===== src/rtl/key_schedule_ctrl3_simon_pkg.sv =====
// Shared types and constants for the 3-share bit-serial Simon key-schedule controller.
// Holds the FSM state enum, the datapath mux select encodings and the Z2 round-constant sequence.
package simon3_ks_pkg;

   localparam int WORD_BITS = 64;
   localparam int ROUNDS    = 68;
   localparam int LOAD_BITS = 128;
   localparam int LUT_BITS  = 4;
   localparam int Z_LEN     = 62;

   typedef enum logic [1:0] {
      ST_IDLE = 2'd0,
      ST_LOAD = 2'd1,
      ST_RUN  = 2'd2
   } state_t;

   typedef enum logic [1:0] {
      S1_FIFO  = 2'd0,
      S1_DIN   = 2'd1,
      S1_LUT   = 2'd2,
      S1_LUTFF = 2'd3
   } s1_sel_t;

   typedef enum logic [1:0] {
      S3_LOAD  = 2'd1,
      S3_FIFO  = 2'd2,
      S3_LUTFF = 2'd3
   } s3_sel_t;

   // Ascending range so Z2[0] is the first element of the published sequence.
   localparam logic [0:Z_LEN-1] Z2 =
      62'b10101111011100000011010010011000101000010001111110010110110011;

   function automatic logic z2Bit(input logic [5:0] idx);
      return (idx < 6'(Z_LEN)) ? Z2[idx] : 1'b0;
   endfunction

endpackage


===== src/rtl/key_schedule_ctrl3_simon_counter.sv =====
// Bit/round counter pair for the Simon key-schedule controller.
// Bit index wraps at WORD_BITS and carries into the round index; clear beats enable.
module simon_bit_round_counter #(
   parameter int WORD_BITS = 64,
   parameter int ROUNDS    = 68,
   parameter int BIT_W     = 6,
   parameter int ROUND_W   = 7
) (
   input  logic               i_clk,
   input  logic               i_rst,
   input  logic               i_clear,
   input  logic               i_enable,
   output logic [BIT_W-1:0]   o_bit,
   output logic [ROUND_W-1:0] o_round,
   output logic               o_bitLast,
   output logic               o_roundLast,
   output logic               o_roundStep
);

   logic [BIT_W-1:0]   r_bit;
   logic [ROUND_W-1:0] r_round;
   logic               w_bitLast;
   logic               w_roundLast;

   assign w_bitLast   = (r_bit == BIT_W'(WORD_BITS - 1));
   assign w_roundLast = (r_round == ROUND_W'(ROUNDS - 1));

   always_ff @(posedge i_clk) begin
      if (i_rst) begin
         r_bit   <= '0;
         r_round <= '0;
      end else if (i_clear) begin
         r_bit   <= '0;
         r_round <= '0;
      end else if (i_enable) begin
         if (w_bitLast) begin
            r_bit   <= '0;
            r_round <= w_roundLast ? '0 : r_round + 1'b1;
         end else begin
            r_bit <= r_bit + 1'b1;
         end
      end
   end

   assign o_bit       = r_bit;
   assign o_round     = r_round;
   assign o_bitLast   = w_bitLast;
   assign o_roundLast = w_roundLast;
   assign o_roundStep = i_enable && !i_clear && w_bitLast;

endmodule


===== src/rtl/key_schedule_ctrl3_simon.sv =====
// Control FSM for one share of the bit-serial 3-share Simon key schedule (IDLE -> LOAD -> RUN).
// Optional macro SIMON_ZCONST_EN adds o_key_const, the per-bit round-constant injection decode.
module key_schedule_ctrl3_simon
   import simon3_ks_pkg::*;
#(
   parameter int WORD_BITS = simon3_ks_pkg::WORD_BITS,
   parameter int ROUNDS    = simon3_ks_pkg::ROUNDS,
   parameter int LOAD_BITS = simon3_ks_pkg::LOAD_BITS,
   parameter int LUT_BITS  = simon3_ks_pkg::LUT_BITS
) (
   input  logic       i_clk,
   input  logic       i_rst,
   input  logic       i_start,
   input  logic       i_stall,
   output logic [1:0] o_s1,
   output logic       o_s2,
   output logic [1:0] o_s3,
   output logic       o_shifter_enable1,
   output logic       o_shifter_enable2,
   output logic       o_fifo_ff_enable,
   output logic       o_lut_ff_enable,
   output logic [5:0] o_bit_counter,
   output logic [6:0] o_round_counter,
   output logic       o_round_counter_out,
   output logic       o_key_valid,
   output logic       o_done
`ifdef SIMON_ZCONST_EN
   ,output logic      o_key_const
`endif
);

   state_t     r_state;
   state_t     w_stateNext;
   logic       r_done;
   logic       w_doneNext;
   logic       w_cntClear;
   logic       w_cntEnable;
   logic [5:0] w_bit;
   logic [6:0] w_round;
   logic       w_bitLast;
   logic       w_roundLast;
   logic       w_roundStep;
   logic       w_loadLast;
   logic       w_runLast;
   logic       w_firstRound;
   logic       w_lutPhase;

   simon_bit_round_counter #(
      .WORD_BITS (WORD_BITS),
      .ROUNDS    (ROUNDS),
      .BIT_W     (6),
      .ROUND_W   (7)
   ) u_counter (
      .i_clk       (i_clk),
      .i_rst       (i_rst),
      .i_clear     (w_cntClear),
      .i_enable    (w_cntEnable),
      .o_bit       (w_bit),
      .o_round     (w_round),
      .o_bitLast   (w_bitLast),
      .o_roundLast (w_roundLast),
      .o_roundStep (w_roundStep)
   );

   // During LOAD the low round bit extends the bit counter into a 0..127 load index.
   assign w_loadLast   = ({w_round[0], w_bit} == 7'(LOAD_BITS - 1));
   assign w_runLast    = w_bitLast && w_roundLast;
   assign w_firstRound = (w_round == 7'd0);
   assign w_lutPhase   = (w_bit < 6'(LUT_BITS));

   always_ff @(posedge i_clk) begin
      if (i_rst) begin
         r_state <= ST_IDLE;
         r_done  <= 1'b0;
      end else begin
         r_state <= w_stateNext;
         r_done  <= w_doneNext;
      end
   end

   always_comb begin
      w_stateNext = r_state;
      w_doneNext  = 1'b0;
      w_cntClear  = 1'b0;
      w_cntEnable = 1'b0;
      if (!i_stall) begin
         case (r_state)
            ST_IDLE: begin
               if (i_start) begin
                  w_stateNext = ST_LOAD;
                  w_cntClear  = 1'b1;
               end
            end
            ST_LOAD: begin
               if (w_loadLast) begin
                  w_stateNext = ST_RUN;
                  w_cntClear  = 1'b1;
               end else begin
                  w_cntEnable = 1'b1;
               end
            end
            ST_RUN: begin
               if (w_runLast) begin
                  w_stateNext = ST_IDLE;
                  w_cntClear  = 1'b1;
                  w_doneNext  = 1'b1;
               end else begin
                  w_cntEnable = 1'b1;
               end
            end
            default: w_stateNext = ST_IDLE;
         endcase
      end
   end

   // Selects always follow state/counters; every enable (and key_valid, since the
   // datapath does not advance) is suppressed while the datapath is stalled.
   always_comb begin
      o_s1              = S1_FIFO;
      o_s2              = 1'b0;
      o_s3              = S3_LOAD;
      o_shifter_enable1 = 1'b0;
      o_shifter_enable2 = 1'b0;
      o_fifo_ff_enable  = 1'b0;
      o_lut_ff_enable   = 1'b0;
      o_key_valid       = 1'b0;
      case (r_state)
         ST_LOAD: begin
            o_s1              = S1_DIN;
            o_s3              = S3_LOAD;
            o_shifter_enable1 = !i_stall;
            o_shifter_enable2 = !i_stall;
            o_fifo_ff_enable  = !i_stall;
         end
         ST_RUN: begin
            o_key_valid       = !i_stall;
            o_shifter_enable1 = !i_stall;
            o_shifter_enable2 = !i_stall;
            o_fifo_ff_enable  = !i_stall && w_firstRound;
            o_lut_ff_enable   = !i_stall && w_lutPhase;
            o_s2              = !w_firstRound;
            if (w_lutPhase) begin
               o_s1 = w_firstRound ? S1_FIFO : S1_LUTFF;
               o_s3 = w_firstRound ? S3_FIFO : S3_LUTFF;
            end else begin
               o_s1 = S1_LUT;
               o_s3 = S3_FIFO;
            end
         end
         default: begin
            o_s1 = S1_FIFO;
            o_s3 = S3_LOAD;
         end
      endcase
   end

   assign o_bit_counter       = w_bit;
   assign o_round_counter     = w_round;
   assign o_round_counter_out = w_round[0];
   assign o_done              = r_done;

`ifdef SIMON_ZCONST_EN
   logic [5:0] r_zIdx;

   // Tracks round % 62 so Z2 can be indexed without a divider.
   always_ff @(posedge i_clk) begin
      if (i_rst || w_cntClear) begin
         r_zIdx <= '0;
      end else if (w_roundStep && (r_state == ST_RUN)) begin
         r_zIdx <= (r_zIdx == 6'(Z_LEN - 1)) ? 6'd0 : r_zIdx + 1'b1;
      end
   end

   always_comb begin
      o_key_const = 1'b0;
      if (r_state == ST_RUN) begin
         if (w_bit == 6'd0) begin
            o_key_const = z2Bit(r_zIdx);
         end else if (w_bit == 6'd1) begin
            o_key_const = 1'b0;
         end else begin
            o_key_const = 1'b1;
         end
      end
   end
`endif

endmodule


===== config.mk =====
export PLATFORM = sky130hd
export DESIGN_NAME = key_schedule_ctrl3_simon
export DESIGN_NICKNAME = d
export VERILOG_FILES = /design/src/rtl/key_schedule_ctrl3_simon_pkg.sv /design/src/rtl/key_schedule_ctrl3_simon_counter.sv /design/src/rtl/key_schedule_ctrl3_simon.sv
export SDC_FILE = /design/constraint.sdc
export NUM_CORES = 1
export LEC_CHECK = 0
export ABC_AREA = 0
export BUFFER_PORTS_ARGS = -buffer_cell sky130_fd_sc_hd__buf_2
export CAP_MARGIN = 20
export CORE_UTILIZATION = 54
export CTS_BUF_LIST = sky130_fd_sc_hd__clkbuf_8
export DETAILED_ROUTE_END_ITERATION = 10
export GPL_TIMING_DRIVEN = 0
export PLACE_DENSITY_LB_ADDON = 0.3
export REMOVE_ABC_BUFFERS = 1
export SYNTH_ARGS = -nofsm -noshare
export SYNTH_HDL_FRONTEND = slang
export SYNTH_SLANG_ARGS = --single-unit

===== constraint.sdc =====
create_clock -name i_clk -period 2.3 [get_ports i_clk]
set_input_delay 0.115 -clock i_clk [delete_from_list [all_inputs] [get_ports i_clk]]
set_output_delay 0.115 -clock i_clk [all_outputs]
set_load 0.02 [all_outputs]

Word level (Yosys, flattened, before mapping):

Cells that the tools add are included.

* bits in registers: 16
* output and inout port bits: 25
* logic and storage cells: 55

* add/sub/neg operators: 2
* order comparisons: 1
* equal/unequal tests: 8
* muxes and demuxes: 26
* bitwise operators: 2
* reduce and logical (&&, ||, !) cells: 12

Operators by type and width (number)
* 7-bit equality test, second input constant: 2
* 1-bit 2-to-1 mux: 13
* 2-bit 2-to-1 mux: 6
* 7-bit by 1-bit adder with 7-bit output, second input constant: 1
* 7-bit logical NOT: 1
* 7-bit 2-to-1 mux: 1
* 6-bit by 1-bit adder with 6-bit output, second input constant: 1
* 6-bit equality test, second input constant: 1
* 6-bit by 3-bit < comparator with 1-bit output, second input constant: 1
* 6-bit 2-to-1 mux: 1
* 2-bit inequality test, second input constant: 3
* 2-bit one-hot mux with 3 select lines: 1
* 1-bit one-hot mux with 2 select lines: 2
* 2-bit one-hot mux with 2 select lines: 1
* 4-bit AND reduction: 1
* 2-bit OR reduction: 2
* 1-bit logical AND: 3
* 1-bit one-hot mux with 3 select lines: 1
* 3-bit OR reduction: 1
* 2-bit by 1-bit equality test with 1-bit output, second input constant: 1
* 2-bit equality test, second input constant: 1
* 1-bit logical NOT: 2
* 2-bit logical NOT: 1
* 1-bit inverter: 2
* 2-bit AND reduction: 1

Depth between registers and ports, before layout:

Gate-level depths: netlist of the first run.

* depth after elaboration: 6
* depth in mapped cells: 8

Hierarchy:

From an unflattened synthesis of the first run, not the netlist that was laid out.

* cells, all modules: 120
* area, all modules: 1008.5 um^2

By module, submodules not included
* simon_bit_round_counter: times used 1, cells an instance 72, area each 631.9 um^2
* key_schedule_ctrl3_simon: times used 1, cells an instance 48, area each 376.6 um^2

Worst setup path after synthesis of the first run:

OpenSTA, ideal clock, no wires.

* kind: reg-to-reg
* start: reg u_counter.r_round[0] (netlist: u_counter.o_round[0])
* end: reg r_state[0]
* setup time: 0.114 ns
* arrival time: 2.077 ns
* data required time: 2.186 ns
* path slack: 0.108 ns
* stages on the path, launching flop included: 7
* buffers on the path: 0
* clock period less this slack: 2.192 ns
* path through: dfxtp_1 > ha_1 > or4b_4 > o41ai_4 > nand3_2 > mux2i_1 > nor2_1

* longest elaborated chain between the ends: 4
* elaborated cells between the ends (all ways): 6
* those cells by class: eq/ne: 4; reduce/logical: 2

Ends and longest elaborated chain
* start: declaration: RTL line key_schedule_ctrl3_simon_counter.sv:21 `logic [ROUND_W-1:0] r_round;`
* start signal: assignment: RTL line key_schedule_ctrl3_simon_counter.sv:38 `r_round <= w_roundLast ? '0 : r_round + 1'b1;`
* 7-bit equality test: RTL line key_schedule_ctrl3_simon_counter.sv:26 `assign w_roundLast = (r_round == ROUND_W'(ROUNDS - 1));`
* 1-bit logical AND: RTL line key_schedule_ctrl3_simon.sv:67 `assign w_runLast = w_bitLast && w_roundLast;`
* 2-bit inequality test (no line)
* 4-bit AND reduction (no line) (*)
* end signal: assignment: RTL line key_schedule_ctrl3_simon.sv:76 `r_state <= w_stateNext;`
* end: declaration: RTL line key_schedule_ctrl3_simon.sv:32 `state_t r_state;`

Mark *: on every way between the ends. The rest lies on a longest branch, timed or not.
A chain may end at the register's enable or synchronous reset.

Final worst setup path of the first run:

* start: reg r_state[0]
* end: reg u_counter.r_round[2] (netlist: u_counter.o_round[2])

* longest elaborated chain between the ends: 4
* elaborated cells between the ends (all ways): 9
* those cells by class: eq/ne: 2; mux: 4; reduce/logical: 3

Ends and longest elaborated chain
* 2-bit equality test (tied with other cells): RTL line key_schedule_ctrl3_simon.sv:87 `case (r_state)`
* 1-bit one-hot mux with 3 select lines or 1-bit one-hot mux with 2 select lines (tied branches): RTL line key_schedule_ctrl3_simon.sv:87
* 1-bit 2-to-1 mux: RTL line key_schedule_ctrl3_simon.sv:86 `if (!i_stall) begin`
* 2-bit OR reduction (no line) or 2-bit AND reduction (tied branches)

Parallel ways exist; a longest one is shown, timed or not.

==> summary.md, run 1 <==
| Metric | Value |
|---|---|
| Die area | 2168 um^2 |
| Number of levels the H-tree was split into | 1 |
| Worst hold path depth | 2 |
| Filler cell count | 123 |
| Number of violations of the max-capacitance limit | 0 |
| Boundary pin count | 29 |
| Initial antenna violation count | 0 |
| Most numerous cell types in the synthesized netlist | sky130_fd_sc_hd__nor2_1 (19), sky130_fd_sc_hd__dfxtp_1 (16), sky130_fd_sc_hd__inv_1 (9) |
| Final critical delay including setup and external delays | roughly 2.2 ns |
| Top_reg_cell synth | sky130_fd_sc_hd__dfxtp_1 |
| Vias in the first global route | 998 |
| Vertical die dimension | 46.56 um |
| HP Start | i_rst |
| Number of instances in the synthesized netlist | 128 |
| P&R area growth vs syn | 28.94% |
| Setup CP Type | reg -> reg |
| Final count of negative-setup-slack endpoints | 0 |
| Via count | between 1000 and 1500 |
| Pin count of the biggest net entering global routing | 13 |
| Cell variety after synth | 35 |
| Final standard cell utilization of the core | 76.74% |
| Top cells by area, synth | sky130_fd_sc_hd__dfxtp_1 (30%), sky130_fd_sc_hd__ha_1 (9.3%), sky130_fd_sc_hd__nor2_1 (6.7%) |
| Result of the run | complete, no violations |
| FMAX | 0.4551 GHz |
| N_diodes | 0 |
| Startpoint of the most critical register-to-register path | r_state[0]$_SDFFE_PP0P_ |
| Die width | 46.56 um |
| R2R depth | 7 |
| Psw | between 0.15 and 0.2 mW |
| Count of final hold-check violations | 0 |
| Number of iterations in the first detailed-routing pass | 4 |
| DP HPWL | 1861 um |
| Residual overflow from global routing | 0 |
| Clk pwr share | 38.8% |
| Number of warnings issued by yosys | 0 |
| Number of buffers inserted during clock tree synthesis | 3 |
| Number of buffers and inverters on the critical path | 1 |
| Stage delay of the slowest cell on the critical path | 0.49 ns |
| Final worst slack | 0.1027 ns |
| Nature of the critical path startpoint | flip-flop |
| CTS Root Cell | sky130_fd_sc_hd__clkbuf_8 |
| Sequential cell area in the final layout | 321.6 um^2 |
| CTS tree | built |
| Worst reg2reg path endpoint | u_counter.o_round[2]$_SDFFE_PP0P_ |
| Vias per Instance | 6.059 |
| Hold Path End | o_done$_SDFF_PP0_ |
| Final clock skew | 0.001215 ns |
| Setup Slack @ Placement | -0.4111 ns |
| Number of DRC markers in iteration 0 | 40 |
| Worst path top cell family by delay | simple AND/OR/NAND/NOR gates |
| Switching power share of the total | 27.26% |
| Clock latency reported for the late side of the worst-skew pair | 0.25 ns |
| Combined area of all synthesized cells | roughly 1100 um^2 |
| PD cells | 470.4 nW/um^2 |
| Total wire length after detailed routing | 2745 um |
| Clock transition time at the flip-flop clock pins of the worst setup and hold paths | 0.07 ns |
| Combinational share of power | 17.3% |
| Seq cells post-synth | 16 |
| Highest net fanout along the worst path | 7 |
| Area occupied by multi-input gates | 748.2 um^2 |
| Cells traversed along the worst timing path | inv_1 -> ha_1 -> nand2b_1 -> or3_4 -> a211oi_2 -> a21oi_1 -> a311oi_1 |
| # rows | 15 |
| Register-to-register setup slack | 0.10 ns |
| Measured slew at the worst slew-check pin | 0.5377 ns |
| Average size of a mapped cell | 8.377 um^2 |
| Path type of the worst min-delay path | in -> reg |
| GP Congestion | roughly 0.85 |
| Worst Setup End Kind | flip-flop |
| Post-layout net count | 176 |
| Leakage power total | about 0.56 nW |
| Total global-route track usage | 26.61% |
| Cell internal power dissipation | approximately 0.47 mW |
| Async S/R FF share, synth | 0% |
| Starting Density | between 50 and 60% |
| Final Cycle Share | 95.53% |
| Setup repair after global routing missed its margin | yes |
| Critical path data required time | 2.46 ns |
| Worst vdd rail ir drop | approximately 290 uV |
| Max-Slew Margin vs Limit | ~64% |
| Area of the core | around 1800 um^2 |
| Slew Limit Fails | 0 |
| Cell type with the largest total area after synthesis | sky130_fd_sc_hd__dfxtp_1 |
| Post-synth EDFFs | 0 |
| CP arrival | 2.36 ns |
| Fraction of final layout cells with drive strength greater than 1 | 34.97% |
| Number of input and output port buffers inserted | 28 |
| Residual DRC count | 0 |
| Antenna-violating nets left | 0 |
| Maximum buffer depth of the clock tree | 2 |
| Number of buffers inserted for hold repair after clock tree synthesis | 0 |
| Sequential share of power | ~44% |
| Proportion of synthesized chip area in sequential cells | approximately 30% |
| Sinks on the clock net | 16 |
| Most instantiated library cell after synthesis | sky130_fd_sc_hd__nor2_1 |
| CP max stage cell | sky130_fd_sc_hd__or3_4 |
| Routed length per placed instance | about 15 um |
| Area fraction of the dominant cell type after synthesis | 29.87% |
| First-pass GRT wire length | 4126 um |
-- per-layer routing --
metal	global-route usage, %	vias to the layer above	part of all wire [%]
met5	0	-	0
met4	14.71	0	4.3
met3	5.098	22	6.3
met2	46.67	56	50
met1	29.48	538	40
li1	-	523	-
-- worst reg2reg max path, delay by kind of cell (launching register included) --
family | cells | cell delay [ns]
flops | 1 | 0.40
fa+ha+maj | 1 | 0.33
buf+inv | 1 | 0.10
simple gates | 2 | 0.69
compound gates | 3 | 0.59
-- power by group through the flow --
stage | Sequential [mW] | Combinational, mW | Clock (mW)
global placement | 0.291 | 0.0900 | 0
finish | 0.285 | 0.112 | 0.253
CTS | 0.285 | 0.0972 | 0.255
global route | 0.285 | 0.118 | 0.265
floorplan | 0.291 | 0.0660 | 0
detailed placement | 0.291 | 0.0934 | 0
-- state kept, by name, indices dropped and copies added (netlist names) --
register / cells
r_state: 2
u_counter.o_bit: 6
u_counter.o_round: 7
o_done: 1
-- cell type report --
cell class | count | share of cell area, %
repair buffers | 35 | 13.94
flip-flops and latches | 16 | 23.26
well taps | 25 | 2.262
multi-input cells | 99 | 54.12
clock buffers | 4 | 3.982
inverters | 9 | 2.443
-- kinds of logic (layout without fill, tap and decap cells) --
group | after synthesis | count (layout) | synth area share (%)
mux | 6 | 6 | 5.601
simple gates | 50 | 50 | 24.85
flops | 16 | 16 | 29.87
fa+ha+maj | 8 | 8 | 9.335
xor+xnor | 7 | 7 | 5.718
compound gates | 28 | 28 | 19.25
buf+inv | 13 | 48 | 5.366
-- timing repair --
action / CTS / global route
setup buffers: 2 / 5
gates resized for setup: 6 / 7
pin swaps: 1 / 3
setup endpoints to repair: 18 / 17
gates cloned: 0 / 0
-- worst max-delay path by stage --
| stage | startpoint | end | slack (ns) | cells after the start |
|---|---|---|---|---|
| finish | r_state[0]$_SDFFE_PP0P_ | u_counter.o_round[2]$_SDFFE_PP0P_ | 0.10 | 7 |
| global route | r_state[0]$_SDFFE_PP0P_ | u_counter.o_round[2]$_SDFFE_PP0P_ | -0.04 | 7 |
| CTS | u_counter.o_round[1]$_SDFFE_PP0P_ | r_state[1]$_SDFFE_PP0P_ | 0.01 | 6 |
| detailed placement | u_counter.o_round[0]$_SDFFE_PP0P_ | u_counter.o_round[0]$_SDFFE_PP0P_ | -0.41 | 6 |
| global placement | u_counter.o_round[0]$_SDFFE_PP0P_ | u_counter.o_round[0]$_SDFFE_PP0P_ | -0.32 | 6 |
| floorplan | u_counter.o_round[0]$_SDFFE_PP0P_ | u_counter.o_round[0]$_SDFFE_PP0P_ | -0.24 | 6 |
-- layout by cell type, fill, tap and decap left out, types with 2 or more instances in the layout --
cell type                  instances
sky130_fd_sc_hd__ha_1              8
sky130_fd_sc_hd__buf_4             7
sky130_fd_sc_hd__or4b_4            2
sky130_fd_sc_hd__nand3_1           4
sky130_fd_sc_hd__dfxtp_1          15
sky130_fd_sc_hd__nand3_2           2
sky130_fd_sc_hd__nor3_1            2
sky130_fd_sc_hd__a21oi_1           6
sky130_fd_sc_hd__nor2_1           19
sky130_fd_sc_hd__buf_2            28
sky130_fd_sc_hd__o21ai_0           2
sky130_fd_sc_hd__a21oi_2           3
sky130_fd_sc_hd__a211oi_1          6
sky130_fd_sc_hd__xnor2_1           7
sky130_fd_sc_hd__nand2_1           8
sky130_fd_sc_hd__clkbuf_8          4
sky130_fd_sc_hd__nand2b_1          3
sky130_fd_sc_hd__inv_1             8
sky130_fd_sc_hd__mux2i_1           6
sky130_fd_sc_hd__or4_1             2
-- per-stage QoR --
stage / hold slack [ns] / instances / total power, mW / area (um^2) / TNS (ns)
4_1_cts: 0.09133 / 183 / 0.6367 / 1314 / 0
5_1_grt: 0.1012 / 188 / 0.6690 / 1383 / -0.04375
3_3_place_gp: 0.3369 / 177 / 0.3806 / 1220 / -2.292
2_1_floorplan: 0.1874 / 124 / 0.3568 / 1049 / -1.495
6_report: 0.09915 / 188 / 0.6503 / 1383 / 0
3_5_place_dp: 0.3474 / 177 / 0.3844 / 1220 / -3.222
Note: power is estimated with default switching activity, not from simulation.
==> run 2, diff against run 1 <==
RECOVER_POWER = 50   (was not set)
==> run 2 against run 1 <==
Effect of this change: cell area fell by 0.45%; cell count did not move; sequential share of layout area rose by 0.11 points; clock-buffer cell count did not move; via count fell by 2.7%; critical endpoint is now u_counter.o_round[0]$_SDFFE_PP0P_.
==> summary.md, run 2 (same netlist as run 1, synthesis figures left out) <==
| Metric | Value |
|---|---|
| Result of the run | complete, no violations |
| Residual DRC count | 0 (unchanged) |
| Vias per Instance | 5.894 (-2.7%) |
| Number of iterations in the first detailed-routing pass | 4 (unchanged) |
| End of the critical path | u_counter.o_round[0]$_SDFFE_PP0P_ |
| Worst reg2reg path endpoint | u_counter.o_round[0]$_SDFFE_PP0P_ |
| Final Cycle Share | 95.77% (+0.23 points) |
| Final standard cell utilization of the core | 76.39% (-0.35 points) |
| Commonest cells after routing, fill and taps aside | sky130_fd_sc_hd__buf_2 (23), sky130_fd_sc_hd__nor2_1 (19), sky130_fd_sc_hd__dfxtp_1 (15) |
| Highest net fanout along the worst path | 7 (unchanged) |
| Slew Limit Fails | 0 (unchanged) |
| Final worst slack | 0.09738 ns (-0.005329 ns) |
| Vertical die dimension | 46.56 um (unchanged) |
| Critical path data required time | 2.43 ns (-0.03 ns) |
| # rows | 15 (unchanged) |
| Number of violations of the max-capacitance limit | 0 (unchanged) |
| Setup CP Type | reg -> reg |
| Register-to-register setup slack | 0.1 ns (about the same) |
| Sequential share of power | 44.0% (about the same) |
| Clk pwr share | 38.7% (about the same) |
| Maximum buffer depth of the clock tree | 2 (unchanged) |
| CTS tree | built |
| GP Congestion | 0.8515 (unchanged) |
| FMAX | 0.4540 GHz (-0.24%) |
| Boundary pin count | 29 (unchanged) |
| Worst vdd rail ir drop | 284.0 uV (-0.66%) |
| Number of DRC markers in iteration 0 | 39 (-2.5%) |
| Pin count of the biggest net entering global routing | 13 (unchanged) |
| Filler cell count | 128 (+4.1%) |
| Psw | 0.1748 mW (-1.4%) |
| Area of the core | 1802 um^2 (unchanged) |
| Setup Slack @ Placement | -0.4111 ns (unchanged) |
| Starting Density | 59.51% (unchanged) |
| Post-layout net count | 176 (unchanged) |
| Overall power of the completed layout | 0.6477 mW (-0.40%) |
| DP HPWL | 1861 um (unchanged) |
| Initial antenna violation count | 0 (unchanged) |
| Number of input and output port buffers inserted | 28 (unchanged) |
| Leakage power total | 0.5428 nW (-3.9%) |
| Via count | 1108 (-2.7%) |
| Clock transition time at the flip-flop clock pins of the worst setup and hold paths | 0.06 ns (about the same) |
| Routed length per placed instance | 14.55 um (-0.33%) |
| Placed Area | 1220 um^2 (unchanged) |
| Setup repair after global routing missed its margin | yes |
| PD cells | 470.6 nW/um^2 (about the same) |
| Worst path top cell family by delay | simple AND/OR/NAND/NOR gates |
| Final critical delay including setup and external delays | 2.203 ns (+0.005329 ns) |
| CTS Root Cell | sky130_fd_sc_hd__clkbuf_8 |
| Cells traversed along the worst timing path | ha_1 -> or4b_4 -> o31a_1 -> o21ai_4 -> or2_1 -> o21ai_1 |
| Final count of negative-setup-slack endpoints | 0 (unchanged) |
| Fraction of final layout cells with drive strength greater than 1 | 31.90% (-3.1 points) |
| Antenna-violating nets left | 0 (unchanged) |
| Stage delay of the slowest cell on the critical path | 0.54 ns (+0.05 ns) |
| First-pass GRT wire length | 4126 um (unchanged) |
| Final clock skew | 0.001263 ns (+0.00004760 ns) |
| Path type of the worst min-delay path | in -> reg |
| Total global-route track usage | 26.61% (unchanged) |
| Count of final hold-check violations | 0 (unchanged) |
| Measured slew at the worst slew-check pin | 0.5243 ns (-0.01337 ns) |
| Stages on the worst setup path | 6 (-1) |
| Worst Setup End Kind | flip-flop |
| Residual overflow from global routing | 0 (unchanged) |
| Startpoint of the most critical register-to-register path | u_counter.o_round[1]$_SDFFE_PP0P_ |
| R2R depth | 6 (-1) |
| CP max stage cell | sky130_fd_sc_hd__or4b_4 |
| Clock latency reported for the late side of the worst-skew pair | 0.25 ns (about the same) |
| P&R area growth vs syn | 28.35% |
| Vias in the first global route | 998 (unchanged) |
| Number of levels the H-tree was split into | 1 (unchanged) |
| Number of buffers inserted for hold repair after clock tree synthesis | 0 (unchanged) |
| Die width | 46.56 um (unchanged) |
| N_diodes | 0 (unchanged) |
| First element of the critical path | u_counter.o_round[1]$_SDFFE_PP0P_ |
| Cell internal power dissipation | 0.4729 mW (about the same) |
| Nature of the critical path startpoint | flip-flop |
| Die area | 2168 um^2 (unchanged) |
| Most common library cell in the layout ignoring fill and taps | sky130_fd_sc_hd__buf_2 |
| Number of buffers inserted during clock tree synthesis | 3 (unchanged) |
| Number of buffers and inverters on the critical path | 0 (-1) |
| Max-Slew Margin vs Limit | 64.83% (+0.90 points) |
| Final total negative setup slack | 0 ns (unchanged) |
| Total wire length after detailed routing | 2736 um (-0.33%) |
| Non-Filler Cell Area, Final | 1376 um^2 (-0.45%) |
| Largest register FFs | 7 (unchanged) |
| Sinks on the clock net | 16 (unchanged) |
| CP arrival | 2.33 ns (-0.03 ns) |
| Switching power share of the total | 26.99% (-0.27 points) |
| Combinational share of power | 17.3% (about the same) |
## run 2: cell types whose count changed in the layout (fill, tap and decap cells not counted)
cell,previous run,this run
sky130_fd_sc_hd__clkbuf_1,0,5
sky130_fd_sc_hd__buf_2,28,23
## run 2: power groups by stage
stage | Combinational, mW | Clock (mW) | Sequential, mW
final | 0.112 | 0.250 | 0.285
after global routing | 0.118 | 0.265 | 0.285
after CTS | 0.0972 | 0.255 | 0.285
after detailed placement | 0.0934 | 0 | 0.291
after global placement | 0.0900 | 0 | 0.291
after floorplan | 0.0660 | 0 | 0.291
## run 2: worst register-to-register path, stage by stage, from the launching register on
cell,delay [ns]
sky130_fd_sc_hd__dfxtp_1,0.42
sky130_fd_sc_hd__ha_1,0.27
sky130_fd_sc_hd__or4b_4,0.54
sky130_fd_sc_hd__o31a_1,0.34
sky130_fd_sc_hd__o21ai_4,0.24
sky130_fd_sc_hd__or2_1,0.19
sky130_fd_sc_hd__o21ai_1,0.08
## run 2: repair_timing
item	in CTS	in global routing
cloned	0	0
pin swaps	1	3
endpoints found under the setup margin	18	17
gates resized for setup	6	7
buffers inserted	2	5
## run 2: through the flow
stage / cells / hold WS, ns
global placement: 177 / 0.3369
finish: 188 / 0.1048
global route: 188 / 0.1012
detailed placement: 177 / 0.3474
CTS: 183 / 0.09133
floorplan: 124 / 0.1874
## run 2: how the worst min path moves through the flow
| stage | from | endpoint | slack, ns | cells past startpoint |
|---|---|---|---|---|
| 5_1_grt | i_rst | r_state[0]$_SDFFE_PP0P_ | 0.10 | 2 |
| 2_1_floorplan | i_rst | r_state[0]$_SDFFE_PP0P_ | 0.19 | 1 |
| 4_1_cts | i_rst | o_done$_SDFF_PP0_ | 0.09 | 2 |
| 6_report | i_rst | o_done$_SDFF_PP0_ | 0.10 | 2 |
| 3_3_place_gp | i_rst | r_state[0]$_SDFFE_PP0P_ | 0.34 | 2 |
| 3_5_place_dp | i_rst | o_done$_SDFF_PP0_ | 0.35 | 2 |
## run 2: layout make-up
class                   count  area, um^2  area share, %
inverters                   9       33.78          2.455
flip-flops and latches     16       321.6          23.36
multi-input cells          99       748.2          54.36
repair buffers             35       186.4          13.55
clock buffers               4       55.05          4.000
well taps                  25       31.28          2.273
## run 2: routing by layer
layer  up-vias  wire length (um)  global-route usage (%)
li1        522                 -                       -
met1       524              1142                   29.48
met2        44              1347                   46.67
met3        18               144                   5.098
met4         0               102                   14.71
met5         -                 0                       0
==> run 3, diff against run 2 <==
ABC_AREA = 1   (was 0)
==> run 3 against run 2 <==
Effect of this change: maximum frequency grew 5.6%; clock-buffer cell count unchanged; worst hold slack worse by 0.047 ns; critical path depth up 2; synthesized area rose by 5.1%; cell count increased by 18%; power is 11% higher; sequential cell count is the same; non-clock buffer count is 7 lower; register-to-register slack gained 0.12 ns; core utilization decreased by 10 points; synthesized cell count is 31% higher.
==> summary.md, run 3 <==
| Metric | Value |
|---|---|
| Combined area of all synthesized cells | 1127 um^2 (+5.1%) |
| Number of buffers inserted during clock tree synthesis | 3 (unchanged) |
| Register-to-register setup slack | 0.21 ns (+0.12 ns) |
| Most instantiated library cell after synthesis | sky130_fd_sc_hd__nand2_1 |
| Post-synth EDFFs | 0 (unchanged) |
| Total wire length after detailed routing | 2548 um (-6.9%) |
| Number of buffers inserted for hold repair after clock tree synthesis | 0 (unchanged) |
| Setup repair after global routing missed its margin | no |
| Cell internal power dissipation | 0.4838 mW (+2.3%) |
| Vias in the first global route | 913 (-8.5%) |
| Seq cells post-synth | 16 (unchanged) |
| Nature of the critical path startpoint | flip-flop |
| Antenna-violating nets left | 0 (unchanged) |
| CTS Root Cell | sky130_fd_sc_hd__clkbuf_8 |
| Commonest cells after routing, fill and taps aside | sky130_fd_sc_hd__nand2_1 (40), sky130_fd_sc_hd__inv_1 (23), sky130_fd_sc_hd__clkbuf_1 (19) |
| Top cells by area, synth | sky130_fd_sc_hd__dfxtp_1 (28%), sky130_fd_sc_hd__nand2_1 (13%), sky130_fd_sc_hd__ha_1 (8.9%) |
| Final count of negative-setup-slack endpoints | 0 (unchanged) |
| Switching power share of the total | 32.54% (+5.5 points) |
| Number of instances in the synthesized netlist | 168 (+31%) |
| Placed insts | 218 (+23%) |
| Die width | 47.69 um (+2.4%) |
| Final critical delay including setup and external delays | 2.087 ns (-0.1160 ns) |
| Combinational share of power | 24.7% (+7.4 points) |
| Final total negative setup slack | 0 ns (unchanged) |
| Residual overflow from global routing | 0 (unchanged) |
| Average size of a mapped cell | 6.710 um^2 (-20%) |
| Measured slew at the worst slew-check pin | 0.6830 ns (+0.1587 ns) |
| Number of input and output port buffers inserted | 28 (unchanged) |
| Vias per Instance | 5.234 (-11%) |
| Number of gates resized after CTS | 0 (-6) |
| Sinks on the clock net | 16 (unchanged) |
| Number of warnings issued by yosys | 0 (unchanged) |
| Max-Slew Margin vs Limit | 54.42% (-10 points) |
| Sequential share of power | 40.5% (-3.5 points) |
| Final clock skew | 0.003645 ns (+0.002382 ns) |
| Count of final hold-check violations | 0 (unchanged) |
| Die area | 2274 um^2 (+4.9%) |
| Cells traversed along the worst timing path | inv_1 -> ha_1 -> inv_1 -> nor2_2 -> nand3_2 -> nand2_1 -> nand2_1 -> nor2_1 |
| CP max stage cell | sky130_fd_sc_hd__nor2_2 |
| Maximum buffer depth of the clock tree | 2 (unchanged) |
| Leakage power total | 0.5558 nW (+2.4%) |
| Starting Density | 57.46% (-2.1 points) |
| Hold Path End | o_done$_SDFF_PP0_ |
| Number of DRC markers in iteration 0 | 34 (-13%) |
| Non-filler cells, final | 222 (+18%) |
| Filler cell count | 213 (+66%) |
| PD cells | 553.8 nW/um^2 (+18%) |
| HP Start | i_rst |
| Fraction of final layout cells with drive strength greater than 1 | 12.31% (-20 points) |
| Area of the core | 1962 um^2 (+8.9%) |
| Number of violations of the max-capacitance limit | 0 (unchanged) |
| Top_reg_cell synth | sky130_fd_sc_hd__dfxtp_1 |
| FMAX | 0.4793 GHz (+5.6%) |
| Async S/R FF share, synth | 0% (unchanged) |
| Worst vdd rail ir drop | 399.7 uV (+41%) |
| Routed length per placed instance | 11.48 um (-21%) |
| Clock transition time at the flip-flop clock pins of the worst setup and hold paths | 0.07 ns (about the same) |
| Sequential cell area in the final layout | 320.3 um^2 (-0.39%) |
| Pin count of the biggest net entering global routing | 17 (+4) |
| Setup CP Type | reg -> reg |
| R2R depth | 8 (+2) |
| Worst reg2reg path endpoint | u_counter.o_round[1]$_SDFFE_PP0P_ |
| N_diodes | 0 (unchanged) |
| Largest register FFs | 7 (unchanged) |
| Buffer count from post-CTS setup fixing | 0 (-2) |
| Most common library cell in the layout ignoring fill and taps | sky130_fd_sc_hd__nand2_1 |
| GP Congestion | 0.8907 (+4.6%) |
| CTS tree | built |
| Vertical die dimension | 47.69 um (+2.4%) |
| Psw | 0.2333 mW (+33%) |
| Result of the run | complete, no violations |
| Slew Limit Fails | 0 (unchanged) |
| Worst path top cell family by delay | simple AND/OR/NAND/NOR gates |
| Path type of the worst min-delay path | in -> reg |
| Cell variety after synth | 23 (-34%) |
| Total global-route track usage | 22.87% (-3.7 points) |
| Cell type with the largest total area after synthesis | sky130_fd_sc_hd__dfxtp_1 |
| Number of levels the H-tree was split into | 1 (unchanged) |
| Worst hold path depth | 2 (unchanged) |
| Clk pwr share | 34.8% (-3.9 points) |
| Clock latency reported for the late side of the worst-skew pair | 0.25 ns (about the same) |
| Residual DRC count | 0 (unchanged) |
| Via count | 1162 (+4.9%) |
| Area fraction of the dominant cell type after synthesis | 28.41% (-1.5 points) |
| Proportion of synthesized chip area in sequential cells | 28.41% (-1.5 points) |
| Post-layout net count | 208 (+18%) |
| Most numerous cell types in the synthesized netlist | sky130_fd_sc_hd__nand2_1 (40), sky130_fd_sc_hd__inv_1 (23), sky130_fd_sc_hd__dfxtp_1 (16) |
| Startpoint of the most critical register-to-register path | r_state[1]$_SDFFE_PP0P_ |
| Initial antenna violation count | 0 (unchanged) |
| Placed Area | 1264 um^2 (+3.6%) |
| DP HPWL | 1908 um (+2.5%) |
| Critical path data required time | 2.49 ns (+0.06 ns) |
| Area occupied by multi-input gates | 683.2 um^2 (-8.7%) |
| Final Cycle Share | 90.72% (-5.0 points) |
| First-pass GRT wire length | 3643 um (-12%) |
| P&R area growth vs syn | 14.87% |
| Stage delay of the slowest cell on the critical path | 0.53 ns (about the same) |
| Worst Setup End Kind | flip-flop |
| CP arrival | 2.28 ns (-0.05 ns) |
| # rows | 16 (+1) |
| Highest net fanout along the worst path | 16 (+9) |
| Boundary pin count | 29 (unchanged) |
| Number of buffers and inverters on the critical path | 2 (+2) |
| Number of iterations in the first detailed-routing pass | 4 (unchanged) |
| Non-Filler Cell Area, Final | 1295 um^2 (-5.9%) |
-- run 3: cell count changes after synthesis, sizes merged, moves of 4 or more --
| cell | previous run | this run |
|---|---|---|
| nand3 | 6 | 15 |
| nand2 | 8 | 44 |
| nand2b | 4 | 0 |
| nand4 | 1 | 10 |
| xnor2 | 7 | 1 |
| mux2i | 6 | 0 |
| a211oi | 7 | 0 |
| a21oi | 9 | 15 |
| inv | 9 | 23 |
| xor2 | 0 | 5 |
-- run 3: area by class of cell --
type                       instances  area share (%)
multi-input combinational        124           52.75
sequential                        16           24.73
timing repair buffer              28           8.986
inverter                          23           6.667
clock buffer                       4           4.251
tap                               27           2.609
-- run 3: stage by stage --
stage / hold WS [ns] / power (mW) / worst slack, ns / utilization [%]
after floorplan: 0.1914 / 0.4243 / 0.3351 / -
after global placement: 0.3198 / 0.4688 / 0.3318 / 64.41
after detailed placement: 0.3220 / 0.4729 / 0.2773 / 64.41
after CTS: 0.05448 / 0.7224 / 0.2550 / 67.22
after global routing: 0.06613 / 0.7582 / 0.05725 / 66.01
final: 0.05750 / 0.7171 / 0.2134 / 66.01
-- run 3: kinds of logic after synthesis --
logic type / share of synthesized area [%]
DFF: 28.41
AOI/OAI and AO/OA: 7.991
buffers and inverters: 10.99
xor gates and xnor gates: 4.661
adders and majority gates: 8.879
and+or+nand+nor: 39.07
-- run 3: worst max path at each step --
stage / slack [ns] / start / to / cells after the start
CTS: 0.25 / r_state[1]$_SDFFE_PP0P_ / u_counter.o_round[1]$_SDFFE_PP0P_ / 8
detailed placement: 0.28 / r_state[1]$_SDFFE_PP0P_ / u_counter.o_round[1]$_SDFFE_PP0P_ / 8
global placement: 0.33 / r_state[1]$_SDFFE_PP0P_ / u_counter.o_round[1]$_SDFFE_PP0P_ / 8
global route: 0.06 / r_state[1]$_SDFFE_PP0P_ / u_counter.o_round[0]$_SDFFE_PP0P_ / 8
finish: 0.21 / r_state[1]$_SDFFE_PP0P_ / u_counter.o_round[1]$_SDFFE_PP0P_ / 8
floorplan: 0.34 / r_state[0]$_SDFFE_PP0P_ / u_counter.o_round[1]$_SDFFE_PP0P_ / 7
-- run 3: worst register-to-register path, delay by kind of cell (launching register included) --
family,cells,cell delay [ns]
simple gates,5,1.17
flops,1,0.37
fa+ha+maj,1,0.33
buf+inv,2,0.18
-- run 3: routing by layer --
layer	wire, um	part of all wire, %	GRT usage [%]
met5	0	0	0
met4	85	3.3	16.67
met3	120	4.7	2.264
met2	1209	47	37.57
met1	1132	44	27.56
-- run 3: power by group through the flow --
stage / Sequential (mW) / Clock, mW / Combinational, mW
after floorplan: 0.296 / 0 / 0.128
after detailed placement: 0.297 / 0 / 0.176
after CTS: 0.290 / 0.255 / 0.177
after global routing: 0.291 / 0.269 / 0.198
after global placement: 0.296 / 0 / 0.173
final: 0.291 / 0.250 / 0.177
